===== config.mk =====
export PLATFORM = sky130hd
export DESIGN_NAME = rs232_word_receiver
export DESIGN_NICKNAME = d
export VERILOG_FILES = /design/src/rtl/rs232_pkg.sv /design/src/rtl/rs232_rx_tick.sv /design/src/rtl/rs232_word_receiver.sv
export SDC_FILE = /design/constraint.sdc
export NUM_CORES = 1
export LEC_CHECK = 0
export ABC_AREA = 1
export BUFFER_PORTS_ARGS = -buffer_cell sky130_fd_sc_hd__buf_2
export CAP_MARGIN = 40
export CORE_ASPECT_RATIO = 0.9
export CORE_UTILIZATION = 40
export CTS_CLUSTER_SIZE = 40
export DETAILED_ROUTE_END_ITERATION = 10
export SYNTH_ARGS = -nofsm -noshare
export SYNTH_HDL_FRONTEND = slang
export SYNTH_HIERARCHICAL = 1
export SYNTH_SLANG_ARGS = --single-unit
export TNS_END_PERCENT = 30

===== constraint.sdc =====
create_clock -name clk -period 3.2 [get_ports clk]
set_input_delay 0.64 -clock clk [delete_from_list [all_inputs] [get_ports clk]]
set_output_delay 0.64 -clock clk [all_outputs]
set_load 0.02 [all_outputs]

===== src/rtl/rs232_pkg.sv =====
// ---------------------------------------------------------------------------
// rs232_pkg
// Shared definitions for the RS232 word receiver: the deframer state
// encoding and the character/word geometry constants.
// ---------------------------------------------------------------------------
package rs232_pkg;

    typedef enum logic [2:0] {
        ST_IDLE,
        ST_START,
        ST_DATA,
        ST_STOP,
        ST_BREAK
    } rx_state_e;

    localparam int BYTES_PER_WORD = 4;
    localparam int DATA_BITS      = 8;
    localparam int MID_SAMPLE     = 7;

    localparam int IDX_W = $clog2(BYTES_PER_WORD);
    localparam int BIT_W = $clog2(DATA_BITS);

endpackage


===== src/rtl/rs232_rx_tick.sv =====
// ---------------------------------------------------------------------------
// rs232_rx_tick
// Free-running oversample tick divider. The counter runs 0..DIV-1 and
// tick is high for exactly one clk cycle when the counter is at DIV-1.
//
// Ports:
//   clk   in  system clock, rising edge
//   reset in  asynchronous active-high reset (counter returns to 0)
//   tick  out one-cycle pulse every DIV clk cycles
// ---------------------------------------------------------------------------
module rs232_rx_tick #(
    parameter int DIV = 10
) (
    input  logic clk,
    input  logic reset,
    output logic tick
);

    localparam int CNT_W = (DIV > 2) ? $clog2(DIV) : 1;

    logic [CNT_W-1:0] cnt_q;
    logic [CNT_W-1:0] cnt_d;
    logic             wrap;

    assign wrap = (cnt_q == CNT_W'(DIV - 1));
    assign tick = wrap;

    always_comb begin
        cnt_d = cnt_q + CNT_W'(1);
        if (wrap) begin
            cnt_d = '0;
        end
    end

    always_ff @(posedge clk or posedge reset) begin
        if (reset) begin
            cnt_q <= '0;
        end else begin
            cnt_q <= cnt_d;
        end
    end

endmodule


===== src/rtl/rs232_word_receiver.sv =====
// ---------------------------------------------------------------------------
// rs232_word_receiver
// Receive side of the RS232 link. The serial line is synchronised, sampled
// at OVERSAMPLE ticks per bit and deframed (start, 8 data LSB first, stop).
// Four accepted bytes form one 32-bit word (byte0 in bits 7:0), which is
// presented on outData/outStatus until acknowledged via inStatus.
//
// Ports:
//   clk        in   system clock, rising edge
//   reset      in   asynchronous active-high reset
//   rxd        in   serial line, idles high, asynchronous to clk
//   inStatus   in   ack; consumes the word on an edge where outStatus=1
//   outStatus  out  word valid, held until acked
//   outData    out  assembled 32-bit word
//   frameError out  one-cycle pulse on a bad stop bit
//   overrun    out  one-cycle pulse when a completed word is dropped
// ---------------------------------------------------------------------------
module rs232_word_receiver
    import rs232_pkg::*;
#(
    parameter int CLK_FREQ     = 50000000,
    parameter int BAUD         = 9600,
    parameter int OVERSAMPLE   = 16,
    parameter int TIMEOUT_BITS = 20
) (
    input  logic        clk,
    input  logic        reset,
    input  logic        rxd,
    input  logic        inStatus,
    output logic        outStatus,
    output logic [31:0] outData,
    output logic        frameError,
    output logic        overrun
);

    localparam int DIV      = CLK_FREQ / (BAUD * OVERSAMPLE);
    localparam int SAMP_W   = $clog2(OVERSAMPLE);
    localparam int TO_TICKS = TIMEOUT_BITS * OVERSAMPLE;
    localparam int TO_W     = $clog2(TO_TICKS);
    localparam int STAGE_W  = DATA_BITS * (BYTES_PER_WORD - 1);

    logic tick;

    rs232_rx_tick #(
        .DIV (DIV)
    ) u_tick (
        .clk   (clk),
        .reset (reset),
        .tick  (tick)
    );

    // Two-flop synchroniser; both stages reset to the idle (high) level
    // so no false start bit is seen after reset.
    logic sync1_q;
    logic rx_s_q;

    always_ff @(posedge clk or posedge reset) begin
        if (reset) begin
            sync1_q <= 1'b1;
            rx_s_q  <= 1'b1;
        end else begin
            sync1_q <= rxd;
            rx_s_q  <= sync1_q;
        end
    end

    rx_state_e            state_q,       state_d;
    logic [SAMP_W-1:0]    samp_q,        samp_d;
    logic [BIT_W-1:0]     bitcnt_q,      bitcnt_d;
    logic [DATA_BITS-1:0] shift_q,       shift_d;
    logic [IDX_W-1:0]     idx_q,         idx_d;
    logic [STAGE_W-1:0]   stage_q,       stage_d;
    logic [TO_W-1:0]      to_cnt_q,      to_cnt_d;
    logic                 out_status_q,  out_status_d;
    logic [31:0]          out_data_q,    out_data_d;
    logic                 frame_error_q, frame_error_d;
    logic                 overrun_q,     overrun_d;

    logic samp_last;
    assign samp_last = (samp_q == SAMP_W'(OVERSAMPLE - 1));

    always_comb begin
        state_d       = state_q;
        samp_d        = samp_q;
        bitcnt_d      = bitcnt_q;
        shift_d       = shift_q;
        idx_d         = idx_q;
        stage_d       = stage_q;
        to_cnt_d      = to_cnt_q;
        out_status_d  = out_status_q;
        out_data_d    = out_data_q;
        frame_error_d = 1'b0;
        overrun_d     = 1'b0;

        // Ack first; a word completing on the same edge overrides it below.
        if (out_status_q && inStatus) begin
            out_status_d = 1'b0;
        end

        case (state_q)
            ST_IDLE: begin
                if (tick) begin
                    if (!rx_s_q) begin
                        state_d  = ST_START;
                        samp_d   = '0;
                        to_cnt_d = '0;
                    end else if (idx_q != '0) begin
                        // Stale partial word: drop it after TIMEOUT_BITS bit-times.
                        if (to_cnt_q == TO_W'(TO_TICKS - 1)) begin
                            idx_d    = '0;
                            stage_d  = '0;
                            to_cnt_d = '0;
                        end else begin
                            to_cnt_d = to_cnt_q + TO_W'(1);
                        end
                    end
                end
            end

            ST_START: begin
                if (tick) begin
                    if (samp_q == SAMP_W'(MID_SAMPLE)) begin
                        samp_d = '0;
                        if (!rx_s_q) begin
                            state_d  = ST_DATA;
                            bitcnt_d = '0;
                        end else begin
                            state_d = ST_IDLE;   // glitch, not a start bit
                        end
                    end else begin
                        samp_d = samp_q + SAMP_W'(1);
                    end
                end
            end

            ST_DATA: begin
                if (tick) begin
                    if (samp_last) begin
                        samp_d            = '0;
                        shift_d[bitcnt_q] = rx_s_q;
                        if (bitcnt_q == BIT_W'(DATA_BITS - 1)) begin
                            state_d = ST_STOP;
                        end else begin
                            bitcnt_d = bitcnt_q + BIT_W'(1);
                        end
                    end else begin
                        samp_d = samp_q + SAMP_W'(1);
                    end
                end
            end

            ST_STOP: begin
                if (tick) begin
                    if (samp_last) begin
                        samp_d = '0;
                        if (rx_s_q) begin
                            // Accept at mid stop bit; do not wait for its end.
                            state_d = ST_IDLE;
                            if (idx_q == IDX_W'(BYTES_PER_WORD - 1)) begin
                                idx_d   = '0;
                                stage_d = '0;
                                if (!out_status_q || inStatus) begin
                                    out_data_d   = {shift_q, stage_q};
                                    out_status_d = 1'b1;
                                end else begin
                                    overrun_d = 1'b1;
                                end
                            end else begin
                                stage_d[{idx_q, 3'b000} +: DATA_BITS] = shift_q;
                                idx_d = idx_q + IDX_W'(1);
                            end
                        end else begin
                            frame_error_d = 1'b1;
                            idx_d         = '0;
                            stage_d       = '0;
                            state_d       = ST_BREAK;
                        end
                    end else begin
                        samp_d = samp_q + SAMP_W'(1);
                    end
                end
            end

            ST_BREAK: begin
                // Line held low (break or bad framing): resync on the next high.
                if (tick && rx_s_q) begin
                    state_d = ST_IDLE;
                end
            end

            default: begin
                state_d = ST_IDLE;
            end
        endcase
    end

    always_ff @(posedge clk or posedge reset) begin
        if (reset) begin
            state_q       <= ST_IDLE;
            samp_q        <= '0;
            bitcnt_q      <= '0;
            shift_q       <= '0;
            idx_q         <= '0;
            stage_q       <= '0;
            to_cnt_q      <= '0;
            out_status_q  <= 1'b0;
            out_data_q    <= '0;
            frame_error_q <= 1'b0;
            overrun_q     <= 1'b0;
        end else begin
            state_q       <= state_d;
            samp_q        <= samp_d;
            bitcnt_q      <= bitcnt_d;
            shift_q       <= shift_d;
            idx_q         <= idx_d;
            stage_q       <= stage_d;
            to_cnt_q      <= to_cnt_d;
            out_status_q  <= out_status_d;
            out_data_q    <= out_data_d;
            frame_error_q <= frame_error_d;
            overrun_q     <= overrun_d;
        end
    end

    assign outStatus  = out_status_q;
    assign outData    = out_data_q;
    assign frameError = frame_error_q;
    assign overrun    = overrun_q;

endmodule


# == After elaboration in Yosys (flattened, before gate mapping) ==
# Index checks and enable logic that the tools add are counted.
# classes
n_eq_ne,27
addsub,6
shift,2
muxes,70
n_reduce_logical,18
order_cmp,2
# ops
op,n
2-to-1 mux 24 bit,8
2-to-1 mux 3 bit,17
case mux 24 bit (2 select lines),1
2-to-1 mux 9 bit,4
!= test 2 bit (second input constant),15
bitwise mux 24 bit,1
2-to-1 mux 4 bit,6
variable shift 8 x 7 -> 24 bit (first input constant),1
variable part select 8 x 7 -> 24 bit,1
adder 9 x 1 -> 9 bit (second input constant),2
== test 9 bit (second input constant),2
2-to-1 mux 1 bit,18
2-to-1 mux 2 bit,9
case mux 3 bit (5 select lines),1
AND reduction 7 bit,2
case mux 4 bit (3 select lines),1
AND reduction 10 bit,1
bitwise mux 8 bit,1
negation 5 -> 7 bit,1
== test 3 x 2 -> 1 bit (second input constant),2
== test 3 bit (second input constant),2
case mux 3 bit (2 select lines),1
AND reduction 3 bit,2
AND reduction 6 bit,1
other kinds (20),25
# totals
input_bits,4
wordCells,139
register_bits,99
output_inout_bits,35

# == Longest topological paths before layout ==
# depth
word_depth,8
depth_mapped,14
depth_no_buf,13

# == Cells and area by module ==
# Netlist, hierarchy kept.
# by_module_without_submodules
mod,cells_each,n_inst,area_per_inst_um2,seq_area_each_um2
rs232_word_receiver,533,1,4347.9,2254.7
rs232_rx_tick,66,1,486.7,225.2

# == Worst setup path before layout ==
# No wires, ideal clock.
# synth_timing
path_type,flip-flop to flip-flop
startpoint,reg u_tick.cnt_q[0]
endpoint,reg stage_q[10]
n_path_buf,2
setup_ns,0.065
period_less_slack_ns,2.022
arrival_ns,1.957
required_time_ns,3.135
path_slack_ns,1.178
stages_incl_launch_ff,15
path_cell_list,dfrtp_1 > inv_1 > ha_1 > nand2_1 > nor2_1 > nand2_2 > inv_2 > clkbuf_2 > nand4_1 > nand2_1 > nand2_2 > a21oi_4 > buf_6 > nand3_1 > nand2_1
# synth_between
elab_chain_cells,3
elab_cells_between_ends,4
classes_between,eq/ne: 3; reduce/logical: 1
# synth_lines
element,line_no,source
start: declaration,rs232_rx_tick.sv:21,logic [CNT_W-1:0] cnt_q;
start signal: assignment,rs232_rx_tick.sv:39,cnt_q <= cnt_d;
== test 9 bit *,rs232_rx_tick.sv:25,assign wrap = (cnt_q == CNT_W'(DIV - 1));
named net tick,rs232_word_receiver.sv:42,logic tick;
!= test 2 bit (no source line),-,
AND reduction 7 bit (no source line) *,-,
end signal: assignment,rs232_word_receiver.sv:216,stage_q <= stage_d;
end: declaration,rs232_word_receiver.sv:72,"logic [STAGE_W-1:0] stage_q, stage_d;"
# Mark *: on every way through the listed nets, which the timed path passes. The rest lies on a longest branch.
# A chain may end at the register's enable or synchronous reset.

# == Worst setup path after layout ==
# Same ends and word-level chain as after synthesis.

==> impl_results.html <==
<table>
<tr><th>Metric</th><th>Value</th></tr>
<tr><th colspan="2">Status</th></tr>
<tr><td>Run status</td><td>completed</td></tr>
<tr><th colspan="2">STA</th></tr>
<tr><td>FMAX</td><td>414 MHz</td></tr>
<tr><td>Count of final max-slew check failures</td><td>0</td></tr>
<tr><td>Post-route minimum period</td><td>2.41 ns</td></tr>
<tr><td>Final Hold Violating Endpoints</td><td>0</td></tr>
<tr><td>Part of the cycle the worst path needs</td><td>0.755</td></tr>
<tr><td>Total negative setup slack</td><td>0 ns</td></tr>
<tr><td>Unrepaired setup endpoints after global routing</td><td>false</td></tr>
<tr><td>Relative slew slack</td><td>0.594</td></tr>
<tr><td>Transition time of the tightest slew-check pin</td><td>just over 0.6 ns</td></tr>
<tr><td>Worst Skew</td><td>around 0.011 ns</td></tr>
<tr><td>Count of final setup violators</td><td>0</td></tr>
<tr><th colspan="2">Power</th></tr>
<tr><td>Maximum VDD drop</td><td>0.230 mV</td></tr>
<tr><td>Pleak</td><td>approximately 2.6 nW</td></tr>
<tr><td>Power density over cell area</td><td>between 400 and 500 nW/um^2</td></tr>
<tr><td>Sum of internal, switching and leakage power</td><td>2.33 mW</td></tr>
<tr><th colspan="2">Synth</th></tr>
<tr><td>Proportion of synthesized flip-flops having asynchronous set or reset</td><td>1.00</td></tr>
<tr><td>Total of flip-flops plus latches after synthesis</td><td>just under 100</td></tr>
<tr><td>Total of warnings raised by yosys</td><td>6</td></tr>
<tr><td>Post-synthesis cell area</td><td>between 4000 and 5000 sq um</td></tr>
<tr><td>Number of enable flip-flop cells after synthesis</td><td>0</td></tr>
<tr><td>Synth area leaders</td><td>dfrtp_1 (50%), nand2_1 (14%), nand3_1 (5.8%), inv_1 (5.7%), nor2_1 (4.7%)</td></tr>
<tr><td>Count of cell types in the netlist</td><td>29</td></tr>
<tr><td>Most common cell in the synthesized netlist</td><td>nand2_1</td></tr>
<tr><td>Area share of the largest cell type after synthesis</td><td>0.502</td></tr>
<tr><td>Predominant post-synthesis flop cell</td><td>dfrtp_1</td></tr>
<tr><td>Cell type with the highest aggregate area in the netlist</td><td>dfrtp_1</td></tr>
<tr><td>Commonest cells in the netlist</td><td>nand2_1 (178), dfrtp_1 (97), inv_1 (74), nor2_1 (60), nand3_1 (56)</td></tr>
<tr><td>Seq/Total Area, Yosys</td><td>0.513</td></tr>
<tr><td>Mean Syn Cell Area</td><td>8.07 sq um</td></tr>
<tr><td>Gate count after technology mapping</td><td>around 600</td></tr>
<tr><td>Synthesized Nets</td><td>a little over 600</td></tr>
<tr><th colspan="2">Floorplanning</th></tr>
<tr><td>Placement row count</td><td>37</td></tr>
<tr><td>Number of I/O pins</td><td>39</td></tr>
<tr><td>Starting density of the core</td><td>0.416</td></tr>
<tr><td>Core region area</td><td>11,600 sq um</td></tr>
<tr><td>Area of the die</td><td>about 13,000 sq um</td></tr>
<tr><td>DIE HEIGHT</td><td>106 um</td></tr>
<tr><td>Horizontal die dimension</td><td>118 um</td></tr>
<tr><th colspan="2">Clock tree</th></tr>
<tr><td>Clock edge transition at the registers on the reported setup and hold paths</td><td>around 0.070 ns</td></tr>
<tr><td>Setup bufs post-CTS</td><td>0</td></tr>
<tr><td>H-tree level count</td><td>3</td></tr>
<tr><td>Clock sinks</td><td>between 90 and 100</td></tr>
<tr><td>Buffer type at the clock tree root</td><td>clkbuf_16</td></tr>
<tr><td>Clock network latency to the later pin of the worst-skew pair</td><td>around 0.34 ns</td></tr>
<tr><td>Maximum root-to-sink buffer count</td><td>2</td></tr>
<tr><td>CTS tree</td><td>done</td></tr>
<tr><td># hold bufs at CTS</td><td>0</td></tr>
<tr><td>Resized Gates After CTS</td><td>0</td></tr>
<tr><td>Number of CTS-inserted buffers</td><td>9</td></tr>
<tr><th colspan="2">Critical path</th></tr>
<tr><td>Crit path arrival time</td><td>between 2 and 3 ns</td></tr>
<tr><td>Biggest fanout along the worst timing path</td><td>25</td></tr>
<tr><td>Data required, critical path</td><td>approximately 3.5 ns</td></tr>
<tr><td>Critical setup path kind</td><td>reg2reg</td></tr>
<tr><td>Depth of the most critical reg-to-reg path</td><td>12</td></tr>
<tr><td>Kind of start point of the critical path</td><td>flip-flop</td></tr>
<tr><td>Worst-case register-to-register setup slack</td><td>0.79 ns</td></tr>
<tr><td>Crit. End Element</td><td>flip-flop</td></tr>
<tr><th colspan="2">Detailed routing</th></tr>
<tr><td>Routed via count</td><td>3,827</td></tr>
<tr><td>Post-DR wirelength/cell</td><td>between 10 and 15 um</td></tr>
<tr><td>Remaining design rule violation count</td><td>0</td></tr>
<tr><td>Final routed wirelength across all metal layers</td><td>slightly below 10 mm</td></tr>
<tr><td>Post-DR vias/cell</td><td>4.79</td></tr>
<tr><td>Number of nets with antenna violations after routing</td><td>0</td></tr>
<tr><td>1st-iter DRT viols</td><td>250</td></tr>
<tr><td>TritonRoute pass-1 iters</td><td>4</td></tr>
<tr><th colspan="2">Finish</th></tr>
<tr><td>Syn-to-layout area delta</td><td>13.0%</td></tr>
<tr><td>Number of antenna diodes</td><td>0</td></tr>
<tr><td>Register Area</td><td>roughly 2500 sq um</td></tr>
<tr><td>Share of final-layout standard cells stronger than drive strength 1</td><td>0.131</td></tr>
<tr><td>Area of combinational cells with multiple inputs</td><td>around 2000 sq um</td></tr>
<tr><td>Number of nets at the end of the flow</td><td>about 650</td></tr>
<tr><td>Filler Cells Inserted</td><td>about 1,200</td></tr>
<tr><th colspan="2">GRT</th></tr>
<tr><td>Largest net degree at the start of global routing</td><td>91</td></tr>
<tr><td>Total routing resource utilization after global routing</td><td>0.172</td></tr>
<tr><td>Via count of the first global-routing pass</td><td>approximately 3,700</td></tr>
<tr><td>GR Overflow Total</td><td>0</td></tr>
<tr><td>Initial antenna violation count</td><td>0</td></tr>
<tr><td>First-pass GRT wire length</td><td>between 15 and 20 mm</td></tr>
<tr><th colspan="2">Placed design</th></tr>
<tr><td>Final weighted congestion of routability-driven global placement</td><td>between 0.8 and 0.9</td></tr>
<tr><td>I/O Buffers</td><td>38</td></tr>
<tr><td>Total half-perimeter wirelength after legalization and detailed placement</td><td>6.85 mm</td></tr>
<tr><th colspan="2">Run</th></tr>
<tr><td>Max-cap violations</td><td>0</td></tr>
<tr><th colspan="2">Hold path</th></tr>
<tr><td>Worst min-delay path category</td><td>in2async</td></tr>
</table>
## worst max-delay path, cell delays in order (launching register included)
cell and delay (ns):
dfrtp_1 0.40, inv_1 0.11, ha_1 0.15, nand2_1 0.05
nor2_1 0.13, nand2_2 0.10, inv_2 0.16, nand4_1 0.26
nand2_1 0.15, nand2_2 0.09, a21oi_4 0.49, nand3_1 0.16
nand2_1 0.11
## through the flow
stage | hold slack, ns | cells | util | area [sq um] | setup WS [ns]
final | 0.267 | 799 | 0.470 | 5470 | 0.785
after global routing | 0.292 | 799 | 0.470 | 5470 | 0.474
after CTS | 0.275 | 799 | 0.470 | 5470 | 0.769
after detailed placement | 0.347 | 783 | 0.446 | 5180 | 0.796
after global placement | 0.347 | 783 | 0.446 | 5180 | 0.878
after floorplan | 0.345 | 599 | - | 4830 | 0.228
## state kept, by name (all words and copies together) (netlist names), 2 cells and up
| name | cells |
|---|---|
| outData | 32 |
| stage_q | 24 |
| to_cnt_q | 9 |
| u_tick/cnt_q | 9 |
| shift_q | 8 |
| samp_q | 4 |
| bitcnt_q | 3 |
| state_q | 3 |
| idx_q | 2 |
## logic make-up (layout without fill, tap and decap cells)
group                    after synthesis  count (layout)  share of synthesized area
AND/OR/NAND/NOR                      329             329                      0.304
buffers and inverters                 92             136                     0.0766
AO/OA/AOI/OAI                         63              63                     0.0686
XOR/XNOR                               5               5                    0.00906
flip-flops                            99              99                      0.513
adder cells (fa/ha/maj)               11              11                     0.0285
## routing by layer
layer | track usage | routed length, um | up-vias
met4 | 0.0604 | 101 | 0
met2 | 0.286 | 4550 | 70
met5 | 0 | 0 | -
met3 | 0.0322 | 309 | 7
met1 | 0.225 | 4650 | 1783
li1 | - | - | 1967
## layout by cell type (no fill, tap or decap), types with 6 or more instances in the layout
cell type,Yosys,final
nor3_1,6,6
inv_1,74,73
nor2_1,60,60
inv_2,6,6
buf_2,4,38
o21ai_1,21,21
clkbuf_16,0,9
o21ai_0,33,33
nand2_1,178,178
dfrtp_1,97,97
a21oi_1,6,6
nand4_1,9,9
ha_1,11,11
nand3_1,56,56
## area by class of cell
cell class | instances | area share
multi-input cells | 408 | 0.363
well taps | 156 | 0.0357
flip-flops and latches | 99 | 0.454
clock inverters | 6 | 0.0105
repair buffers | 40 | 0.0398
inverters | 80 | 0.0552
clock buffers | 10 | 0.0419
## path summary, 6_finish.rpt
path,start,endpoint
min in group clk,sync1_q,rx_s_q
min reg2reg,sync1_q,rx_s_q
max reg2reg,u_tick/cnt_q[0],stage_q[10]
max in group asynchronous,reset,sync1_q
min,reset,u_tick/cnt_q[5]
max,u_tick/cnt_q[0],stage_q[10]
## where the power goes
part | internal [mW] | switching [mW] | leakage, nW
Clock | 0.546 | 0.494 | 0.141
Sequential | 1.25 | 0.00276 | 1.36
Combinational | 0.00490 | 0.0285 | 1.12
(Power assumes the default switching activity.)
